## src/rtl/debounce_pkg.sv

```systemverilog
// Shared defaults, repeat-state encoding and counter sizing for debounce_array.
package debounce_pkg;

  localparam int unsigned DEF_CHANNELS     = 5;
  localparam int unsigned DEF_SYNC_STAGES  = 2;
  localparam int unsigned DEF_CNT_WIDTH    = 20;
  localparam int unsigned DEF_STABLE_COUNT = 100000;
  localparam int unsigned DEF_HOLD_COUNT   = 50000000;
  localparam int unsigned DEF_REPEAT_COUNT = 10000000;

  typedef enum logic [1:0] {
    IDLE   = 2'd0,
    HOLD   = 2'd1,
    REPEAT = 2'd2
  } rpt_state_e;

  // Bits needed to hold any value in 0..max_val (at least 1).
  function automatic int unsigned cnt_bits(input int unsigned max_val);
    int unsigned w;
    w = 1;
    for (int unsigned i = 1; i < 32; i++) begin
      if ((max_val >> i) != 0) w = i + 1;
    end
    return w;
  endfunction

endpackage

```

## src/rtl/debounce_channel.sv

```systemverilog
// One debounce channel: synchroniser, stability filter, edge pulses and,
// with DEBOUNCE_REPEAT_EN defined, a hold-to-repeat state machine.
module debounce_channel
  import debounce_pkg::*;
#(
  parameter int unsigned SYNC_STAGES  = DEF_SYNC_STAGES,
  parameter int unsigned CNT_WIDTH    = DEF_CNT_WIDTH,
  parameter int unsigned STABLE_COUNT = DEF_STABLE_COUNT,
  parameter int unsigned HOLD_COUNT   = DEF_HOLD_COUNT,
  parameter int unsigned REPEAT_COUNT = DEF_REPEAT_COUNT
) (
  input  logic clk_i,
  input  logic rst_ni,
  input  logic btn_i,
  output logic level_o,
  output logic rise_o,
  output logic fall_o,
  output logic repeat_o
);

  localparam logic [CNT_WIDTH-1:0] STABLE_LAST = CNT_WIDTH'(STABLE_COUNT - 1);
  localparam int unsigned HOLD_W =
    cnt_bits((HOLD_COUNT > REPEAT_COUNT ? HOLD_COUNT : REPEAT_COUNT) - 1);

  logic [SYNC_STAGES-1:0] sync_q;
  logic [CNT_WIDTH-1:0]   cnt_q, cnt_d;
  logic                   out_q, out_d;
  logic                   rise_q, rise_d;
  logic                   fall_q, fall_d;
  logic                   sync;

  assign sync = sync_q[SYNC_STAGES-1];

  always_comb begin
    cnt_d  = cnt_q;
    out_d  = out_q;
    rise_d = 1'b0;
    fall_d = 1'b0;
    if (sync == out_q) begin
      cnt_d = '0;
    end else if (cnt_q == STABLE_LAST) begin
      cnt_d  = '0;
      out_d  = sync;
      rise_d = sync;
      fall_d = ~sync;
    end else begin
      cnt_d = cnt_q + 1'b1;
    end
  end

  always_ff @(posedge clk_i or negedge rst_ni) begin
    if (!rst_ni) begin
      sync_q <= '0;
      cnt_q  <= '0;
      out_q  <= 1'b0;
      rise_q <= 1'b0;
      fall_q <= 1'b0;
    end else begin
      sync_q <= {sync_q[SYNC_STAGES-2:0], btn_i};
      cnt_q  <= cnt_d;
      out_q  <= out_d;
      rise_q <= rise_d;
      fall_q <= fall_d;
    end
  end

  assign level_o = out_q;
  assign rise_o  = rise_q;
  assign fall_o  = fall_q;

`ifdef DEBOUNCE_REPEAT_EN
  localparam logic [HOLD_W-1:0] HOLD_LAST   = HOLD_W'(HOLD_COUNT - 1);
  localparam logic [HOLD_W-1:0] REPEAT_LAST = HOLD_W'(REPEAT_COUNT - 1);

  rpt_state_e        state_q;
  logic [HOLD_W-1:0] hold_q;
  logic              rpt_q;

  // Keyed off next-cycle level/rise so the hold count starts on the btn_rise
  // cycle and a repeat landing on the btn_fall cycle is dropped.
  always_ff @(posedge clk_i or negedge rst_ni) begin
    if (!rst_ni) begin
      state_q <= IDLE;
      hold_q  <= '0;
      rpt_q   <= 1'b0;
    end else begin
      rpt_q <= 1'b0;
      if (!out_d) begin
        state_q <= IDLE;
        hold_q  <= '0;
      end else begin
        case (state_q)
          IDLE: begin
            if (rise_d) begin
              state_q <= HOLD;
              hold_q  <= '0;
            end
          end
          HOLD: begin
            if (hold_q == HOLD_LAST) begin
              state_q <= REPEAT;
              hold_q  <= '0;
              rpt_q   <= 1'b1;
            end else begin
              hold_q <= hold_q + 1'b1;
            end
          end
          REPEAT: begin
            if (hold_q == REPEAT_LAST) begin
              hold_q <= '0;
              rpt_q  <= 1'b1;
            end else begin
              hold_q <= hold_q + 1'b1;
            end
          end
          default: begin
            state_q <= IDLE;
            hold_q  <= '0;
          end
        endcase
      end
    end
  end

  assign repeat_o = rpt_q;
`else
  logic [HOLD_W-1:0] unused_hold;
  assign unused_hold = '0;
  assign repeat_o    = 1'b0;
`endif

endmodule

```

## src/rtl/debounce_array.sv

```systemverilog
// Multi-channel push-button debouncer; repeat pulses are built only when
// DEBOUNCE_REPEAT_EN is defined, otherwise btn_repeat is tied low.
module debounce_array
  import debounce_pkg::*;
#(
  parameter int unsigned CHANNELS     = DEF_CHANNELS,
  parameter int unsigned SYNC_STAGES  = DEF_SYNC_STAGES,
  parameter int unsigned CNT_WIDTH    = DEF_CNT_WIDTH,
  parameter int unsigned STABLE_COUNT = DEF_STABLE_COUNT,
  parameter int unsigned HOLD_COUNT   = DEF_HOLD_COUNT,
  parameter int unsigned REPEAT_COUNT = DEF_REPEAT_COUNT
) (
  input  logic                clock,
  input  logic                reset_n,
  input  logic [CHANNELS-1:0] btn_in,
  output logic [CHANNELS-1:0] btn_out,
  output logic [CHANNELS-1:0] btn_rise,
  output logic [CHANNELS-1:0] btn_fall,
  output logic [CHANNELS-1:0] btn_repeat
);

  for (genvar g = 0; g < CHANNELS; g++) begin : g_ch
    debounce_channel #(
      .SYNC_STAGES (SYNC_STAGES),
      .CNT_WIDTH   (CNT_WIDTH),
      .STABLE_COUNT(STABLE_COUNT),
      .HOLD_COUNT  (HOLD_COUNT),
      .REPEAT_COUNT(REPEAT_COUNT)
    ) u_ch (
      .clk_i   (clock),
      .rst_ni  (reset_n),
      .btn_i   (btn_in[g]),
      .level_o (btn_out[g]),
      .rise_o  (btn_rise[g]),
      .fall_o  (btn_fall[g]),
      .repeat_o(btn_repeat[g])
    );
  end

endmodule
```

## config.mk

```make
export PLATFORM = sky130hd
export DESIGN_NAME = debounce_array
export DESIGN_NICKNAME = d
export VERILOG_FILES = /design/src/rtl/debounce_pkg.sv /design/src/rtl/debounce_channel.sv /design/src/rtl/debounce_array.sv
export SDC_FILE = /design/constraint.sdc
export NUM_CORES = 1
export LEC_CHECK = 0
export CORE_UTILIZATION = 55
export CTS_CLUSTER_DIAMETER = 50
export DETAILED_ROUTE_END_ITERATION = 8
export PLACE_DENSITY = 0.85
export SYNTH_ARGS = -nofsm -noshare
export SYNTH_HDL_FRONTEND = slang
export SYNTH_SLANG_ARGS = --single-unit
```

## constraint.sdc

```tcl
create_clock -name clock -period 2.74 [get_ports clock]
set_input_delay 0.548 -clock clock [delete_from_list [all_inputs] [get_ports clock]]
set_output_delay 0.548 -clock clock [all_outputs]
set_load 0.05 [all_outputs]
```

==> metrics.txt, run 1 <==
run status=complete, no violations; layout cells sized above 1=under 10%; instance count after placement with tap cells included=roughly 730; setup repair after global routing missed its margin=no; Clock Skew=8.65 ps; final worst-path cycle share=84.9%; Antenna diodes=0; multiplexer fraction of the synthesized cell area=under 10%; Total Routing Usage GR=between 20% and 30%; core area=10500 um^2; number of sinks driven by the clock tree=about 130; simple-gate portion of the synthesized area=a little over a quarter; Seq/Total Area, Yosys=a little over half; data arrival time of the worst path=~1800 ps; Yosys cell types=between 40 and 50; category of cells accounting for the largest share of critical-path delay=buffers and inverters; required time at the worst-slack endpoint=about 2200 ps; violation count after the first detailed-routing iteration=between 300 and 400; leading cell type in the layout, fill and taps excluded=dfrtp_1; maximum level of the CTS H-tree=4; share of power burned in registers=between 40 and 50%; height of the chip=approximately 110 um; root buf cell=clkbuf_8; Worst Max-Slew Pin Slew=slightly below 700 ps; Crit. End Element=output port; clock share of power=53.0%; # Max-Cap Violations=0; total clock buffers created by CTS=17; total setup violations reported at the end of the flow=0; filler instances=just over 800; setup slack on the worst flop-to-flop path=approximately 770 ps; initial core utilization=around 57%; Post-CTS Repair Setup Buffers=0; per-cell routed wire length=15.3 um; Area Overhead vs Synth=14.5%; headroom to the max-slew limit=about 54%; pwr/cell area=roughly 630 nW/um^2; vias per cell=around 6; Buffers & Inverters on Critical Path=1; width of the chip=roughly 110 um; total via count after detailed routing=4531; die outline area=between 10000 and 15000 um^2; wire length of the first global-routing pass=~20000 um; DR DRC count=0; startpoint type of the worst setup path=flop; quantity of gates resized following cts=0; Switching Share=around a fifth; Post-Synthesis Cells=593; area used by multi-input combinational logic=2650 um^2; number of pins exceeding their max-slew limit in the final report=0; via count of the first global-routing pass=~4500; hpwl dp=approximately 7700 um; internal power summed over all cells=between 3000 and 4000 uW; Reg clk slew, reported paths=60 ps; number of storage elements in the synthesis netlist=125; port buffer count=21; worst voltage drop across the vdd grid=0.000645 V; post-route minimum period=between 2000 and 2500 ps; chain of cells forming the critical path=clkdlybuf4s50_1; Post-CTS Hold Buffers=0; Skew-Pair Late Insertion Delay=between 500 and 600 ps; Comb pwr share=3.0%; Rows=37; pin count of the biggest net entering global routing=50; switching power summed over all nets=907 uW; adder-cell share of the synthesized area=approximately 1.0%; Non-Filler Cell Area, Final=roughly 6900 um^2; reported leakage power=0.00284 uW; number of nets still failing antenna checks after routing=0; Max Clock Freq=approximately 430 MHz; number of antenna violations at the first check in global routing=0; TritonCTS clock tree=done; Yosys warning count=0; length of the first detailed-routing pass in iterations=9; XOR/XNOR Fraction of Synth Area=under 10%; Post-Route Setup TNS=0 ps; endpoints failing hold=0; average cell area after synthesis=a little over 10 um^2; placed standard-cell area=between 6000 and 7000 um^2; Max Fanout on Critical Path=5; combined area of all synthesized cells=6000 um^2; class of the most critical hold timing path=in2async; Post-Layout Cell Count=760; area used by sequential logic in the layout=around 3100 um^2; WS Path Type=reg2out; fraction of the mapped netlist area in compound gates=between 5 and 6%; Crit path largest cell delay=approximately 840 ps; number of top-level design ports=27; top library cells by usage in the layout, fill and taps aside=dfrtp_1 (125), nor2_1 (75), xnor2_1 (36), nand3_1 (35), nand2_1 (34); total overflow reported by the global router=0; clock tree buffer depth=2; final weighted congestion of routability-driven global placement=roughly 0.9; total number of nets in the final design=623; main combinational cell family by area after synthesis=simple AND/OR/NAND/NOR gates; standard cell with the maximum stage delay on the critical path=clkdlybuf4s50_1; total wire length after detailed routing=approximately 12000 um
kinds of logic (layout without fill, tap and decap cells):
group                    count (synthesis)  in the layout
multiplexers                             6              6
adder cells (fa/ha/maj)                  5              5
XOR/XNOR                                67             67
buffers and inverters                   40             67
AO/OA/AOI/OAI                           60             60
flip-flops                             125            125
AND/OR/NAND/NOR                        289            289
other                                    1              5
per-layer routing:
metal	GRT usage (%)	part of all wire (%)	vias to the layer above	routed length, um
met2	38.5	50	138	5820
met1	27.8	44	2238	5110
met5	0	0	-	0
met4	9.49	1.6	0	191
met3	5.58	4.6	24	534
li1	-	-	2131	-
synthesized netlist by cell type (all sizes together):
| library cell | instances | share of area (%) |
|---|---|---|
| xor2 | 31 | 4.5 |
| mux2 | 5 | 0.94 |
| nor3 | 12 | 1.0 |
| and3 | 21 | 2.2 |
| conb | 1 | 0.063 |
| and2 | 6 | 0.63 |
| o21ai | 24 | 2.0 |
| or4 | 5 | 0.71 |
| nor2 | 75 | 4.7 |
| or3b | 1 | 0.15 |
| nand3 | 36 | 3.1 |
| nand2 | 34 | 2.1 |
| nor4b | 3 | 0.44 |
| nand4b | 3 | 0.44 |
| nor4 | 15 | 1.6 |
| or4b | 1 | 0.17 |
| nor3b | 11 | 1.4 |
| mux2i | 1 | 0.17 |
| buf | 25 | 3.0 |
| o41ai | 1 | 0.15 |
| dfrtp | 125 | 52 |
| a21oi | 27 | 2.3 |
| nand4bb | 2 | 0.38 |
| xnor2 | 36 | 5.3 |
| inv | 7 | 0.44 |
| ha | 5 | 1.0 |
| clkbuf | 8 | 0.52 |
| or3 | 24 | 2.5 |
| nand4 | 28 | 3.0 |
| or2 | 1 | 0.10 |
| a31o | 2 | 0.29 |
| and4 | 11 | 1.6 |
| a31oi | 1 | 0.10 |
| o31ai | 5 | 0.94 |
through the flow:
stage	hold WS, ps	power [uW]	setup WS [ps]	utilization, %
floorplan	252	2000	920	-
global placement	333	2060	888	59.7
detailed placement	335	2060	766	59.7
CTS	46.6	4370	372	65.6
global route	88.1	4460	353	65.6
finish	53.5	4320	414	65.6
power by group through the flow:
| stage | registers, uW | logic, uW | clock network [uW] |
|---|---|---|---|
| global placement | 1930 | 128 | 0 |
| CTS | 1900 | 134 | 2330 |
| global route | 1900 | 148 | 2410 |
| floorplan | 1920 | 73.6 | 0 |
| detailed placement | 1930 | 132 | 0 |
| finish | 1900 | 131 | 2290 |
state kept, by name, indices dropped and copies added (netlist names):
name               flops
g_ch.u_ch.rise_o       5
g_ch.u_ch.fall_o       5
g_ch.u_ch.sync_q      10
g_ch.u_ch.cnt_q      100
g_ch.u_ch.level_o      5
layout make-up:
class	instances	share of cell area, %
clock buffer	23	7.09
clock inverter	9	1.91
inverter	7	0.383
multi-input combinational	432	38.6
sequential	125	45.6
tap	136	2.48
timing repair buffer	28	3.97
worst paths after layout:
kind	start	to	cells after the start
max in group asynchronous	reset_n	g_ch[3].u_ch.level_o	2
worst max register to register	g_ch[0].u_ch.cnt_q[0]	g_ch[0].u_ch.cnt_q[6]	5
worst min-delay path	reset_n	g_ch[1].u_ch.cnt_q[18]	1
min in group clock	g_ch[4].u_ch.sync_q[0]	g_ch[4].u_ch.sync_q[1]	0
worst min register to register	g_ch[4].u_ch.sync_q[0]	g_ch[4].u_ch.sync_q[1]	0
worst max-delay path	g_ch[0].u_ch.level_o	btn_out[0]	1
No activity file was read; power rests on OpenSTA's default activity.
==> run 2: changes to the inputs <==
- clock period: 2.74 -> 2.17 ns (I/O delays scaled with it)
==> metrics.txt, run 2 (synthesis gave the netlist of run 1 again) <==
run status=complete, no violations (unchanged); filler instances=774 (was 813); largest registers=g_ch.u_ch.cnt_q x100, g_ch.u_ch.sync_q x10 (unchanged); chain of cells forming the critical path=clkdlybuf4s50_1 (unchanged); layout cells sized above 1=8.29% (was 8.33%); width of the chip=106 um (unchanged); initial core utilization=57.3% (unchanged); class of the most critical hold timing path=in2reg (was in2async); DR DRC count=0 (unchanged); # Max-Cap Violations=0 (unchanged); Reg clk slew, reported paths=60 ps (about the same); standard cell with the maximum stage delay on the critical path=clkdlybuf4s50_1 (unchanged); total number of nets in the final design=627 (was 623); height of the chip=106 um (unchanged); violation count after the first detailed-routing iteration=400 (was 386); top library cells by usage in the layout, fill and taps aside=dfrtp_1 (125), nor2_1 (75), xnor2_1 (36), nand3_1 (35), nand2_1 (34) (unchanged); Crit path largest cell delay=800 ps (was 840 ps); total wire length after detailed routing=12100 um (was 11700 um); total overflow reported by the global router=0 (unchanged); Worst Max-Slew Pin Slew=672 ps (was 686 ps); Total Routing Usage GR=23.4% (was 22.8%); final weighted congestion of routability-driven global placement=0.903 (was 0.917); data arrival time of the worst path=1650 ps (was 1780 ps); required time at the worst-slack endpoint=1740 ps (was 2190 ps); largest register by flop count=g_ch.u_ch.cnt_q (unchanged); number of antenna violations at the first check in global routing=0 (unchanged); category of cells accounting for the largest share of critical-path delay=buffers and inverters (unchanged); endpoints failing hold=0 (unchanged); pwr/cell area=783 nW/um^2 (was 630 nW/um^2); pin count of the biggest net entering global routing=54 (was 50); die outline area=11300 um^2 (unchanged); port buffer count=21 (unchanged); Skew-Pair Late Insertion Delay=520 ps (about the same); WS Path Type=reg2out (unchanged); wire length of the first global-routing pass=20700 um (was 20500 um); vias per cell=5.99 (was 5.96); final worst-path cycle share=a little over nine tenths; number of top-level design ports=27 (unchanged); Max Fanout on Critical Path=1 (was 5); total via count after detailed routing=4571 (was 4531); Max Clock Freq=480 MHz; clock tree buffer depth=2 (unchanged); length of the first detailed-routing pass in iterations=7 (was 9); leading cell type in the layout, fill and taps excluded=dfrtp_1 (unchanged); headroom to the max-slew limit=54.8% (was 54.3%); number of pins exceeding their max-slew limit in the final report=0 (unchanged); Area Overhead vs Synth=14.4% (was 14.5%); placed standard-cell area=6270 um^2 (was 6250 um^2); hpwl dp=7940 um (was 7670 um); number of nets still failing antenna checks after routing=0 (unchanged); TritonCTS clock tree=done (unchanged); post-route minimum period=approximately 2100 ps; via count of the first global-routing pass=4456 (was 4509); Rows=37 (unchanged); root buf cell=clkbuf_8 (unchanged); number of sinks driven by the clock tree=125 (unchanged); reported leakage power=0.00289 uW (was 0.00284 uW); Crit. End Element=output port (unchanged); max FFs per register=100 (unchanged); startpoint type of the worst setup path=flop (unchanged); Antenna diodes=0 (unchanged); Clock Skew=7.14 ps (was 8.65 ps); worst voltage drop across the vdd grid=0.000777 V (was 0.000645 V); per-cell routed wire length=15.9 um (was 15.3 um); Post-Route Setup TNS=0 ps (unchanged); maximum level of the CTS H-tree=4 (unchanged); Buffers & Inverters on Critical Path=1 (unchanged); total setup violations reported at the end of the flow=0 (unchanged); setup repair after global routing missed its margin=no (unchanged); total clock buffers created by CTS=17 (unchanged); core area=10500 um^2 (unchanged); Non-Filler Cell Area, Final=6860 um^2 (was 6870 um^2)
run 2: changes by cell type in the layout (fill, tap and decap cells not counted), sizes merged:
cell / change
clkdlybuf4s50: -6
dlygate4sd2: +6
buf: +3
clkinvlp: -3
clkinv: +2
clkbuf: +1
dlygate4sd3: +1
inv: -1
run 2: area by class of cell:
cell class	count	area (um^2)	share of cell area, %
multi-input combinational	432	2650	38.6
clock buffer	24	480	7.00
clock inverter	7	110	1.60
timing repair buffer	32	298	4.34
tap	136	170	2.48
sequential	125	3130	45.6
inverter	7	26.3	0.383
run 2: through the flow:
stage / total power [uW] / instances / util (%) / hold WS (ps) / worst slack (ps)
5_1_grt: 5560 / 763 / 65.6 / 327 / 27.2
3_3_place_gp: 2600 / 731 / 59.9 / 335 / 317
4_1_cts: 5440 / 763 / 65.6 / 314 / 49.3
6_report: 5380 / 763 / 65.6 / 346 / 87.1
2_1_floorplan: 2520 / 597 / - / 138 / 350
3_5_place_dp: 2610 / 731 / 59.9 / 339 / 239
run 2: worst paths after layout:
| path | from | to | slack (ps) | cells after the start |
|---|---|---|---|---|
| worst max-delay path | g_ch[0].u_ch.rise_o | btn_rise[0] | 90 | 1 |
| worst min-delay path | btn_in[0] | g_ch[0].u_ch.sync_q[0] | 350 | 1 |
| worst max register to register | g_ch[0].u_ch.cnt_q[0] | g_ch[0].u_ch.level_o | 210 | 5 |
| worst min register to register | g_ch[4].u_ch.sync_q[0] | g_ch[4].u_ch.sync_q[1] | 350 | 0 |
| max in group asynchronous | reset_n | g_ch[1].u_ch.cnt_q[8] | 1080 | 3 |
| min in group asynchronous | reset_n | g_ch[4].u_ch.cnt_q[17] | 430 | 2 |
run 2: metal layers:
metal	up-vias	GRT usage [%]	wire, um
met5	-	0	0
met4	0	11.3	330
met3	38	6.74	568
met2	162	39.5	6180
met1	2234	27.4	5050
li1	2137	-	-
run 2: repair_timing:
action                     4_1_cts  5_1_grt
resized for setup                6        0
setup buffers                    0        0
hold endpoints to repair        37        0
setup endpoints to repair        6        0
hold buffers                     1        0
run 2: where the power goes:
group / switching, uW / internal [uW]
clock network: 948 / 1860
registers: 34.8 / 2370
logic: 117 / 52.9
total: 1100 / 4280
